### config.mk
export PLATFORM = sky130hd
export DESIGN_NAME = mem_stage_pipe_flat
export DESIGN_NICKNAME = d
export VERILOG_FILES = /design/src/rtl/mem_stage_pipe_if.sv /design/src/rtl/mem_stage_pipe.sv /design/src/flat_wrapper.sv
export SDC_FILE = /design/constraint.sdc
export NUM_CORES = 1
export LEC_CHECK = 0
export ABC_AREA = 0
export CORE_AREA = 4 4 130 132
export DETAILED_ROUTE_END_ITERATION = 6
export DIE_AREA = 0 0 134 136
export PLACE_DENSITY = 0.79
export SYNTH_ARGS = -nofsm -noshare
export SYNTH_HDL_FRONTEND = slang
export SYNTH_SLANG_ARGS = --single-unit
### constraint.sdc
create_clock -name clk -period 9.4 [get_ports clk]
set_input_delay 2.82 -clock clk [delete_from_list [all_inputs] [get_ports clk]]
set_output_delay 2.82 -clock clk [all_outputs]
set_load 0.02 [all_outputs]
### src/rtl/mem_stage_pipe_if.sv
// mem_stage_pipe_if: single-outstanding data-memory request/acknowledge bus.
//   req/we/addr/be/wdata : request side, driven by the master and held until ack
//   ack/rdata            : completion side, driven by the slave; rdata valid with ack
interface mem_stage_pipe_if #(
    parameter int XLEN   = 32,
    parameter int ADDR_W = 32
);
    logic              req;
    logic              we;
    logic [ADDR_W-1:0] addr;
    logic [XLEN/8-1:0] be;
    logic [XLEN-1:0]   wdata;
    logic              ack;
    logic [XLEN-1:0]   rdata;
    modport master (output req, we, addr, be, wdata, input ack, rdata);
    modport slave  (input req, we, addr, be, wdata, output ack, rdata);
endinterface

### src/rtl/mem_stage_pipe.sv
// mem_stage_pipe: registered RISC-V MEM stage with branch resolve, load/store formatting and dmem handshake.
//   clk, rst                : clock, asynchronous active-high reset
//   i_valid, i_ctrl_*       : instruction from EX and its control bits
//   i_mem_size/unsigned     : access size (0=B,1=H,2=W,3=D) and zero-extend flag
//   i_alu_*, i_mem_write_data : branch condition, address/result, right-aligned store data
//   o_stall                 : hold EX while an access is in flight
//   dmem                    : data-memory bus (master side)
//   o_valid, o_alu_result, o_mem_read_data, o_ctrl_pc_src, o_misalign : WB-side outputs
module mem_stage_pipe #(
    parameter int XLEN   = 32,
    parameter int ADDR_W = 32
) (
    input  logic            clk,
    input  logic            rst,
    input  logic            i_valid,
    input  logic            i_ctrl_mem_branch,
    input  logic            i_ctrl_mem_read,
    input  logic            i_ctrl_mem_write,
    input  logic [1:0]      i_mem_size,
    input  logic            i_mem_unsigned,
    input  logic            i_alu_branch_take,
    input  logic [XLEN-1:0] i_alu_result,
    input  logic [XLEN-1:0] i_mem_write_data,
    output logic            o_stall,
    mem_stage_pipe_if.master dmem,
    output logic            o_valid,
    output logic [XLEN-1:0] o_alu_result,
    output logic [XLEN-1:0] o_mem_read_data,
    output logic            o_ctrl_pc_src,
    output logic            o_misalign
);
    localparam int NB = XLEN / 8;
    localparam int OW = $clog2(NB);

    typedef enum logic {IDLE, BUSY} state_t;
    state_t r_state, w_next;

    logic              r_we, r_uns, r_pc_pend;
    logic [ADDR_W-1:0] r_addr;
    logic [NB-1:0]     r_be;
    logic [XLEN-1:0]   r_wdata;
    logic [OW-1:0]     r_off;
    logic [1:0]        r_size;

    logic              w_mem, w_mis, w_accept, w_pc;
    logic [2:0]        w_lo3;
    logic [OW-1:0]     w_off;
    logic [NB-1:0]     w_be;
    logic [XLEN-1:0]   w_wdata, w_sh, w_fmt;

    always_comb begin
        w_lo3    = i_alu_result[2:0];
        w_off    = i_alu_result[OW-1:0];
        w_mem    = i_ctrl_mem_read | i_ctrl_mem_write;
        // size 3 is only legal on a 64-bit datapath
        w_mis    = i_mem_size == 2'd1 ? w_lo3[0] :
                   i_mem_size == 2'd2 ? |w_lo3[1:0] :
                   i_mem_size == 2'd3 ? (XLEN == 32) || (|w_lo3) : 1'b0;
        w_accept = i_valid & w_mem & ~w_mis;
        w_pc     = i_ctrl_mem_branch & i_alu_branch_take & ~i_ctrl_mem_write;
        w_be     = i_mem_size == 2'd3 ? '1 :
                   (i_mem_size == 2'd2 ? NB'(4'hF) : i_mem_size == 2'd1 ? NB'(2'b11) : NB'(1'b1)) << w_off;
        // accesses are aligned, so replicating across lanes already places bit 0 at lane off
        w_wdata  = i_mem_size == 2'd0 ? {NB{i_mem_write_data[7:0]}} :
                   i_mem_size == 2'd1 ? {(NB/2){i_mem_write_data[15:0]}} :
                   i_mem_size == 2'd2 ? {(NB/4){i_mem_write_data[31:0]}} : i_mem_write_data;
        w_sh     = dmem.rdata >> {r_off, 3'b000};
        w_fmt    = r_size == 2'd0 ? (r_uns ? XLEN'(w_sh[7:0])  : XLEN'($signed(w_sh[7:0]))) :
                   r_size == 2'd1 ? (r_uns ? XLEN'(w_sh[15:0]) : XLEN'($signed(w_sh[15:0]))) :
                   r_size == 2'd2 ? (r_uns ? XLEN'(w_sh[31:0]) : XLEN'($signed(w_sh[31:0]))) : w_sh;
    end

    always_comb begin
        w_next = r_state == IDLE ? (w_accept ? BUSY : IDLE) : (dmem.ack ? IDLE : BUSY);
    end

    always_comb begin
        o_stall    = r_state == BUSY;
        dmem.req   = r_state == BUSY;
        dmem.we    = r_we;
        dmem.addr  = r_addr;
        dmem.be    = r_be;
        dmem.wdata = r_wdata;
    end

    always_ff @(posedge clk or posedge rst) begin
        if (rst) begin
            r_state         <= IDLE;
            r_we            <= 1'b0;
            r_uns           <= 1'b0;
            r_pc_pend       <= 1'b0;
            r_addr          <= '0;
            r_be            <= '0;
            r_wdata         <= '0;
            r_off           <= '0;
            r_size          <= '0;
            o_valid         <= 1'b0;
            o_alu_result    <= '0;
            o_mem_read_data <= '0;
            o_ctrl_pc_src   <= 1'b0;
            o_misalign      <= 1'b0;
        end else begin
            r_state       <= w_next;
            o_valid       <= 1'b0;
            o_ctrl_pc_src <= 1'b0;
            o_misalign    <= 1'b0;
            if (r_state == IDLE && i_valid) begin
                o_alu_result <= i_alu_result;
                if (w_accept) begin
                    r_we      <= i_ctrl_mem_write;
                    r_addr    <= i_alu_result[ADDR_W-1:0];
                    r_be      <= w_be;
                    r_wdata   <= w_wdata;
                    r_off     <= w_off;
                    r_size    <= i_mem_size;
                    r_uns     <= i_mem_unsigned;
                    r_pc_pend <= w_pc;
                end else begin
                    o_valid         <= 1'b1;
                    o_ctrl_pc_src   <= w_pc;
                    o_misalign      <= w_mem & w_mis;
                    o_mem_read_data <= '0;
                end
            end else if (r_state == BUSY && dmem.ack) begin
                o_valid         <= 1'b1;
                o_ctrl_pc_src   <= r_pc_pend;
                o_mem_read_data <= r_we ? '0 : w_fmt;
            end
        end
    end
endmodule

### src/flat_wrapper.sv
// flat-port wrapper written by rule: the top's interface ports become plain ports
module mem_stage_pipe_flat 
#(
    parameter int XLEN   = 32,
    parameter int ADDR_W = 32
)
  (clk, rst, i_valid, i_ctrl_mem_branch, i_ctrl_mem_read, i_ctrl_mem_write, i_mem_size, i_mem_unsigned, i_alu_branch_take, i_alu_result, i_mem_write_data, o_stall, o_valid, o_alu_result, o_mem_read_data, o_ctrl_pc_src, o_misalign, dmem_req, dmem_we, dmem_addr, dmem_be, dmem_wdata, dmem_ack, dmem_rdata);
  mem_stage_pipe_if #(.XLEN(XLEN), .ADDR_W(ADDR_W)) dmem_i ();
  input  logic clk;
  input  logic rst;
  input  logic i_valid;
  input  logic i_ctrl_mem_branch;
  input  logic i_ctrl_mem_read;
  input  logic i_ctrl_mem_write;
  input  logic [1:0] i_mem_size;
  input  logic i_mem_unsigned;
  input  logic i_alu_branch_take;
  input  logic [XLEN-1:0] i_alu_result;
  input  logic [XLEN-1:0] i_mem_write_data;
  output logic o_stall;
  output logic o_valid;
  output logic [XLEN-1:0] o_alu_result;
  output logic [XLEN-1:0] o_mem_read_data;
  output logic o_ctrl_pc_src;
  output logic o_misalign;
  output wire logic [$bits(dmem_i.req)-1:0] dmem_req;
  output wire logic [$bits(dmem_i.we)-1:0] dmem_we;
  output wire logic [$bits(dmem_i.addr)-1:0] dmem_addr;
  output wire logic [$bits(dmem_i.be)-1:0] dmem_be;
  output wire logic [$bits(dmem_i.wdata)-1:0] dmem_wdata;
  input wire logic [$bits(dmem_i.ack)-1:0] dmem_ack;
  input wire logic [$bits(dmem_i.rdata)-1:0] dmem_rdata;
  assign dmem_req = dmem_i.req;
  assign dmem_we = dmem_i.we;
  assign dmem_addr = dmem_i.addr;
  assign dmem_be = dmem_i.be;
  assign dmem_wdata = dmem_i.wdata;
  assign dmem_i.ack = dmem_ack;
  assign dmem_i.rdata = dmem_rdata;
  mem_stage_pipe #(.XLEN(XLEN), .ADDR_W(ADDR_W)) u_core (.clk(clk), .rst(rst), .i_valid(i_valid), .i_ctrl_mem_branch(i_ctrl_mem_branch), .i_ctrl_mem_read(i_ctrl_mem_read), .i_ctrl_mem_write(i_ctrl_mem_write), .i_mem_size(i_mem_size), .i_mem_unsigned(i_mem_unsigned), .i_alu_branch_take(i_alu_branch_take), .i_alu_result(i_alu_result), .i_mem_write_data(i_mem_write_data), .o_stall(o_stall), .dmem(dmem_i), .o_valid(o_valid), .o_alu_result(o_alu_result), .o_mem_read_data(o_mem_read_data), .o_ctrl_pc_src(o_ctrl_pc_src), .o_misalign(o_misalign));
endmodule
==> results of run 1 <==
## logic make-up after synthesis
kind of cell / after synthesis / share of synthesized area
AOI/OAI and AO/OA: 68 / 0.0659
DFF: 141 / 0.507
adders and majority gates: 4 / 0.00719
muxes: 140 / 0.252
and+or+nand+nor: 164 / 0.109
buffers and inverters: 82 / 0.0593
## per-layer routing
layer / vias up / track usage / routed length, um
li1: 2498 / - / -
met1: 2577 / 0.263 / 7960
met2: 210 / 0.347 / 9210
met3: 32 / 0.0822 / 1830
met4: 0 / 0.0846 / 461
met5: - / 0 / 0
## synthesized netlist by cell type, drive strengths merged, types with 2 or more instances
| master | instances | area (sq um) |
|---|---|---|
| dfrtp | 141 | 3530 |
| nand2 | 103 | 387 |
| mux2 | 97 | 1310 |
| mux2i | 43 | 443 |
| inv | 39 | 146 |
| o21ai | 36 | 184 |
| buf | 27 | 203 |
| clkbuf | 16 | 63.8 |
| nand4 | 16 | 100 |
| a211oi | 14 | 105 |
| nor2 | 11 | 41.3 |
| nor2b | 9 | 56.3 |
| and3 | 7 | 43.8 |
| nand3b | 7 | 52.6 |
| o211ai | 7 | 52.6 |
| nand2b | 5 | 38.8 |
| ha | 4 | 50.1 |
| or2 | 3 | 18.8 |
| a21oi | 2 | 13.8 |
| nor3 | 2 | 15.0 |
| o21bai | 2 | 15.0 |
| o221ai | 2 | 30.0 |
## layout make-up
| cell class | instances | share of cell area |
|---|---|---|
| clock buffers | 23 | 0.0477 |
| clock inverters | 7 | 0.00650 |
| well taps | 216 | 0.0270 |
| flip-flops and latches | 141 | 0.352 |
| inverters | 39 | 0.0151 |
| multi-input cells | 376 | 0.303 |
| repair buffers | 250 | 0.248 |
## power by group
group	switching, mW	internal [mW]
registers	0.118	0.791
logic	0.563	0.589
clock network	0.247	0.380
total	0.928	1.76
## worst paths after layout
kind                                             start                          to  slack, ns  cells after the start
worst min register to register  u_core.o_alu_result[9]      u_core.o_alu_result[9]       0.47                      2
worst max register to register         u_core.dmem.req       u_core.dmem.wdata[22]       6.43                      5
worst min-delay path            u_core.o_alu_result[9]      u_core.o_alu_result[9]       0.47                      2
min in group asynchronous                          rst  u_core.o_mem_read_data[28]       2.87                      2
worst max-delay path                     i_mem_size[0]       u_core.dmem.wdata[22]       3.64                      6
max in group asynchronous                          rst       u_core.dmem.wdata[29]       5.08                      3
## placed cells by master (no fill, tap or decap), types with 6 or more instances in the layout
master / count
nor2_1: 11
clkdlybuf4s50_1: 244
o211ai_1: 7
nor2b_1: 8
nand3b_1: 7
dfrtp_1: 141
mux2_4: 58
clkbuf_16: 17
inv_1: 38
o21ai_0: 35
and3_1: 7
nand2_1: 103
mux2i_1: 42
nand4_1: 16
a211oi_1: 14
mux2_2: 39
buf_4: 6
## stage by stage
stage	setup slack (ns)	power [mW]	cell area, sq um	std cells
floorplan	2.80	1.55	6960	599
global placement	3.23	2.05	9470	1022
detailed placement	3.17	2.07	9470	1022
CTS	3.59	2.71	10000	1052
global route	3.43	2.83	10000	1052
finish	3.64	2.69	10000	1052
## critical path: cells and delay by family
kind,cells,cell delay (ns)
buffers and inverters,2,1.51
adder cells (fa/ha/maj),1,0.61
AO/OA/AOI/OAI,1,0.46
multiplexers,1,0.42
AND/OR/NAND/NOR,1,0.19
## registers in the layout (all words and copies together) (netlist names), 2 cells and up
register                cells
u_core.dmem.be              4
u_core.o_alu_result        32
u_core.dmem.addr           31
u_core.o_mem_read_data     32
u_core.dmem.wdata          32
u_core.r_size               2
==> flow_summary.json, run 1 <==
{
  "status": "finished, final reports clean",
  "synth.cell_area_sq_mm": 0.00696,
  "ctsHoldBuffers": 0,
  "fillers": 1242,
  "syn_to_final_growth_pct": 43.9,
  "die_h_um": 136,
  "postCtsSetupRepairBufs": 0,
  "clock_latency_ns": 0.42,
  "finalSetupViolations": 0,
  "start_util": 0.443,
  "async_reset_ff_frac": 1.00,
  "maxSlewHeadroom": 0.258,
  "synth_edf_count": 0,
  "fin_tns_setup_ns": 0,
  "power_leakage_nw": 4.61,
  "ctsResizeCount": 0,
  "critPathMaxStageDelay_ns": 0.94,
  "num_vias": 5317,
  "critical_path_class": "primary input to register",
  "drtAntennaViolNets": 0,
  "worstPathArrival_ns": 6.06,
  "htreeDepth": 4,
  "ys_ff_latch": 141,
  "seqCellArea_sq_mm": 0.00353,
  "gp_congestion": 0.812,
  "grt_setup_unrepaired": "false",
  "fin_crit_sh": 0.613,
  "final-hold-violation-count": 0,
  "vdd_drop_max_mv": 0.141,
  "rows": 46,
  "drv_slew": 0,
  "cts_sinks": 141,
  "timing.fmax_ghz": 0.174,
  "crit_path_start_kind": "primary input",
  "grt.overflow.total": 0,
  "ios": 245,
  "track_usage": 0.215,
  "die_area_sq_mm": 0.0182,
  "synth_cells": 599,
  "n_antenna_cell": 0,
  "syn_avg_cell_area_sq_um": 11.6,
  "synth-main-ff-cell": "dfrtp_1",
  "syn_nets": 710,
  "grt_pass1_vias": 5687,
  "multi_input_area_sq_mm": 0.00304,
  "core_sq_mm": 0.0157,
  "skew_ns": 0.00774,
  "dp_hpwl_um": 13800,
  "pwr_density_cell_mw_per_mm2": 268,
  "port_buffers": 244,
  "tritoncts": "built",
  "numCtsBuffers": 17,
  "worstHoldPathType": "register to register",
  "grt_pass1_wl_um": 30400,
  "cts.clk_slew.worst_paths_ns": 0.06,
  "die_w_um": 134,
  "slowest_stage": "buf_4",
  "synth.distinct_cells": 38,
  "dr.first_iter.drc_count": 351,
  "drive_above_1_share": 0.171,
  "drcViolationCount": 0,
  "dr.pass1.iters": 4,
  "ys.warnings.count": 0,
  "routedWlPerCell_um": 18.5,
  "whs_ns": 0.472,
  "final_core_util": 0.638,
  "cp_cell_sequence": "clkdlybuf4s50_1, ha_1, nor3_2, o21ai_4, buf_4, mux2_2",
  "antenna_found_initial": 0,
  "clockRootBuffer": "clkbuf_16",
  "wl_um": 19500,
  "required_ns": 9.70,
  "grt_max_degree": 76,
  "ys_seq_area_frac": 0.507,
  "min_period_ns": 5.76,
  "via_per_inst": 5.05,
  "worstMarginPinSlew_ns": 1.11,
  "cts_buffer_depth": 2,
  "cap_violations": 0,
  "fin_nets": 936,
  "cp_max_fo": 63,
  "crit_path_end_kind": "register"
}
Power figures use the tool's default switching activity.
==> run 2, diff against run 1 <==
--- a/config.mk
+++ b/config.mk
@@ -6,10 +6,10 @@
 export NUM_CORES = 1
 export LEC_CHECK = 0
 export ABC_AREA = 0
-export CORE_AREA = 4 4 130 132
+export CORE_AREA = 4 4 136 138
 export DETAILED_ROUTE_END_ITERATION = 6
-export DIE_AREA = 0 0 134 136
-export PLACE_DENSITY = 0.79
+export DIE_AREA = 0 0 140 142
+export PLACE_DENSITY = 0.76
 export SYNTH_ARGS = -nofsm -noshare
 export SYNTH_HDL_FRONTEND = slang
 export SYNTH_SLANG_ARGS = --single-unit
==> constraint.sdc (replaced) <==
create_clock -name clk -period 4.9 [get_ports clk]
set_input_delay 1.47 -clock clk [delete_from_list [all_inputs] [get_ports clk]]
set_output_delay 1.47 -clock clk [all_outputs]
set_load 0.02 [all_outputs]
==> flow_summary.json, run 2 (synthesis results as in run 1) <==
{
  "status": "finished, final reports clean",
  "fin_crit_sh": 0.741,
  "die_h_um": 142,
  "cts.clk_slew.worst_paths_ns": 0.06,
  "final_core_util": 0.589,
  "htreeDepth": 4,
  "finalSetupViolations": 0,
  "slowest_stage": "ha_1",
  "drtAntennaViolNets": 0,
  "grt_setup_unrepaired": "false",
  "grt_max_degree": 65,
  "grt_pass1_vias": 5642,
  "reg2reg_depth": 5,
  "min_path_cells": 2,
  "worstHoldPathType": "register to register",
  "tritoncts": "built",
  "cp_max_fo": 33,
  "postCtsSetupRepairBufs": 0,
  "core_sq_mm": 0.0172,
  "final_common_cell": "clkdlybuf4s50_1",
  "die_w_um": 140,
  "ctsResizeCount": 0,
  "numCtsBuffers": 17,
  "gr-usage-met2": 0.316,
  "grt.overflow.total": 0,
  "crit_path_start_kind": "primary input",
  "rows": 48,
  "timing.fmax_ghz": 0.275,
  "reg2reg_from": "u_core.r_off[0]",
  "num_vias": 5252,
  "total_power_mw": 5.21,
  "dr.pass1.iters": 4,
  "rrSetupSlack_ns": 2.44,
  "maxSlewHeadroom": 0.289,
  "cts_buffer_depth": 2,
  "cts_sinks": 141,
  "hold_path_end": "u_core.o_alu_result[12]",
  "worstMarginPinSlew_ns": 1.06,
  "grt_pass1_wl_um": 31300,
  "crit_path_end_kind": "register",
  "cp_cell_sequence": "clkdlybuf4s50_1, inv_1, ha_1, nor3_2, o31ai_4, buf_4, mux2_2",
  "layout_common_cells": "clkdlybuf4s50_1 (244), dfrtp_1 (141), nand2_1 (103)",
  "drv_slew": 0,
  "fin_nets": 941,
  "port_buffers": 244,
  "gp_congestion": 0.808,
  "critPathTopFamily": "buffers and inverters",
  "fillers": 1451,
  "top_usage_layer": "met2",
  "wl_um": 19600,
  "grtUsageMet1": 0.262,
  "drive_above_1_share": 0.181,
  "use_met3": 0.0702,
  "drcViolationCount": 0,
  "ctsHoldBuffers": 0,
  "vdd_drop_max_mv": 0.271,
  "dr.first_iter.drc_count": 299,
  "critPathMaxStageDelay_ns": 0.61,
  "cap_violations": 0,
  "min_period_ns": 3.63,
  "n_antenna_cell": 0,
  "clock_latency_ns": 0.42,
  "critical_path_class": "primary input to register",
  "start_util": 0.405,
  "die_area_sq_mm": 0.0199,
  "antenna_found_initial": 0,
  "fin_tns_setup_ns": 0,
  "pwr_density_cell_mw_per_mm2": 514,
  "clockRootBuffer": "clkbuf_16",
  "worst-path-buf-inv": 3,
  "ios": 245,
  "r2r_end": "u_core.o_mem_read_data[20]",
  "power_leakage_nw": 4.66,
  "via_per_inst": 4.92,
  "track_usage": 0.198,
  "required_ns": 5.20,
  "dp_hpwl_um": 14000,
  "hold_path.startpoint": "u_core.o_alu_result[12]",
  "final-hold-violation-count": 0,
  "routedWlPerCell_um": 18.4,
  "worstPathArrival_ns": 3.93,
  "syn_to_final_growth_pct": 45.4,
  "skew_ns": 0.0116
}
-- run 2: tightest hold or removal path: cells and delay by family (launching register included) --
kind	cells	cell delay, ns
and+or+nand+nor	2	0.10
DFF	1	0.34
-- run 2: where the power goes --
| group | internal [mW] | switching [mW] |
|---|---|---|
| Combinational | 1.13 | 1.09 |
| Clock | 0.678 | 0.573 |
| Sequential | 1.52 | 0.219 |
-- run 2: per-stage QoR --
step	area, sq um	cells	setup slack (ns)	hold slack, ns
2_1_floorplan	6970	599	1.67	0.480
3_3_place_gp	9550	1036	0.909	0.458
3_5_place_dp	9550	1036	0.838	0.461
4_1_cts	10100	1068	1.29	0.477
5_1_grt	10100	1068	1.16	0.498
6_report	10100	1068	1.27	0.476
-- run 2: worst max-delay path by stage --
stage | startpoint | endpoint | slack [ns] | depth (start not counted)
after floorplan | rst | u_core.dmem.addr[10] | 1.67 | 1
after global placement | i_mem_size[1] | u_core.o_mem_read_data[4] | 0.91 | 7
after detailed placement | i_mem_size[1] | u_core.o_mem_read_data[7] | 0.84 | 7
after CTS | i_mem_size[1] | u_core.o_mem_read_data[7] | 1.29 | 7
after global routing | i_mem_size[1] | u_core.o_mem_read_data[11] | 1.16 | 7
final | i_mem_size[1] | u_core.o_mem_read_data[11] | 1.27 | 7
-- run 2: final cells by class --
| type | instances | area, sq um | share of cell area |
|---|---|---|---|
| clock buffers | 17 | 425 | 0.0420 |
| clock inverters | 15 | 153 | 0.0151 |
| inverters | 39 | 150 | 0.0148 |
| multi-input cells | 376 | 3040 | 0.300 |
| flip-flops and latches | 141 | 3530 | 0.348 |
| well taps | 225 | 282 | 0.0278 |
| repair buffers | 255 | 2550 | 0.252 |
-- run 2: per-layer routing --
metal | routed length [um] | part of all wire
met5 | 0 | 0
met4 | 186 | 0.0095
met3 | 1560 | 0.080
met2 | 9150 | 0.47
met1 | 8710 | 0.44
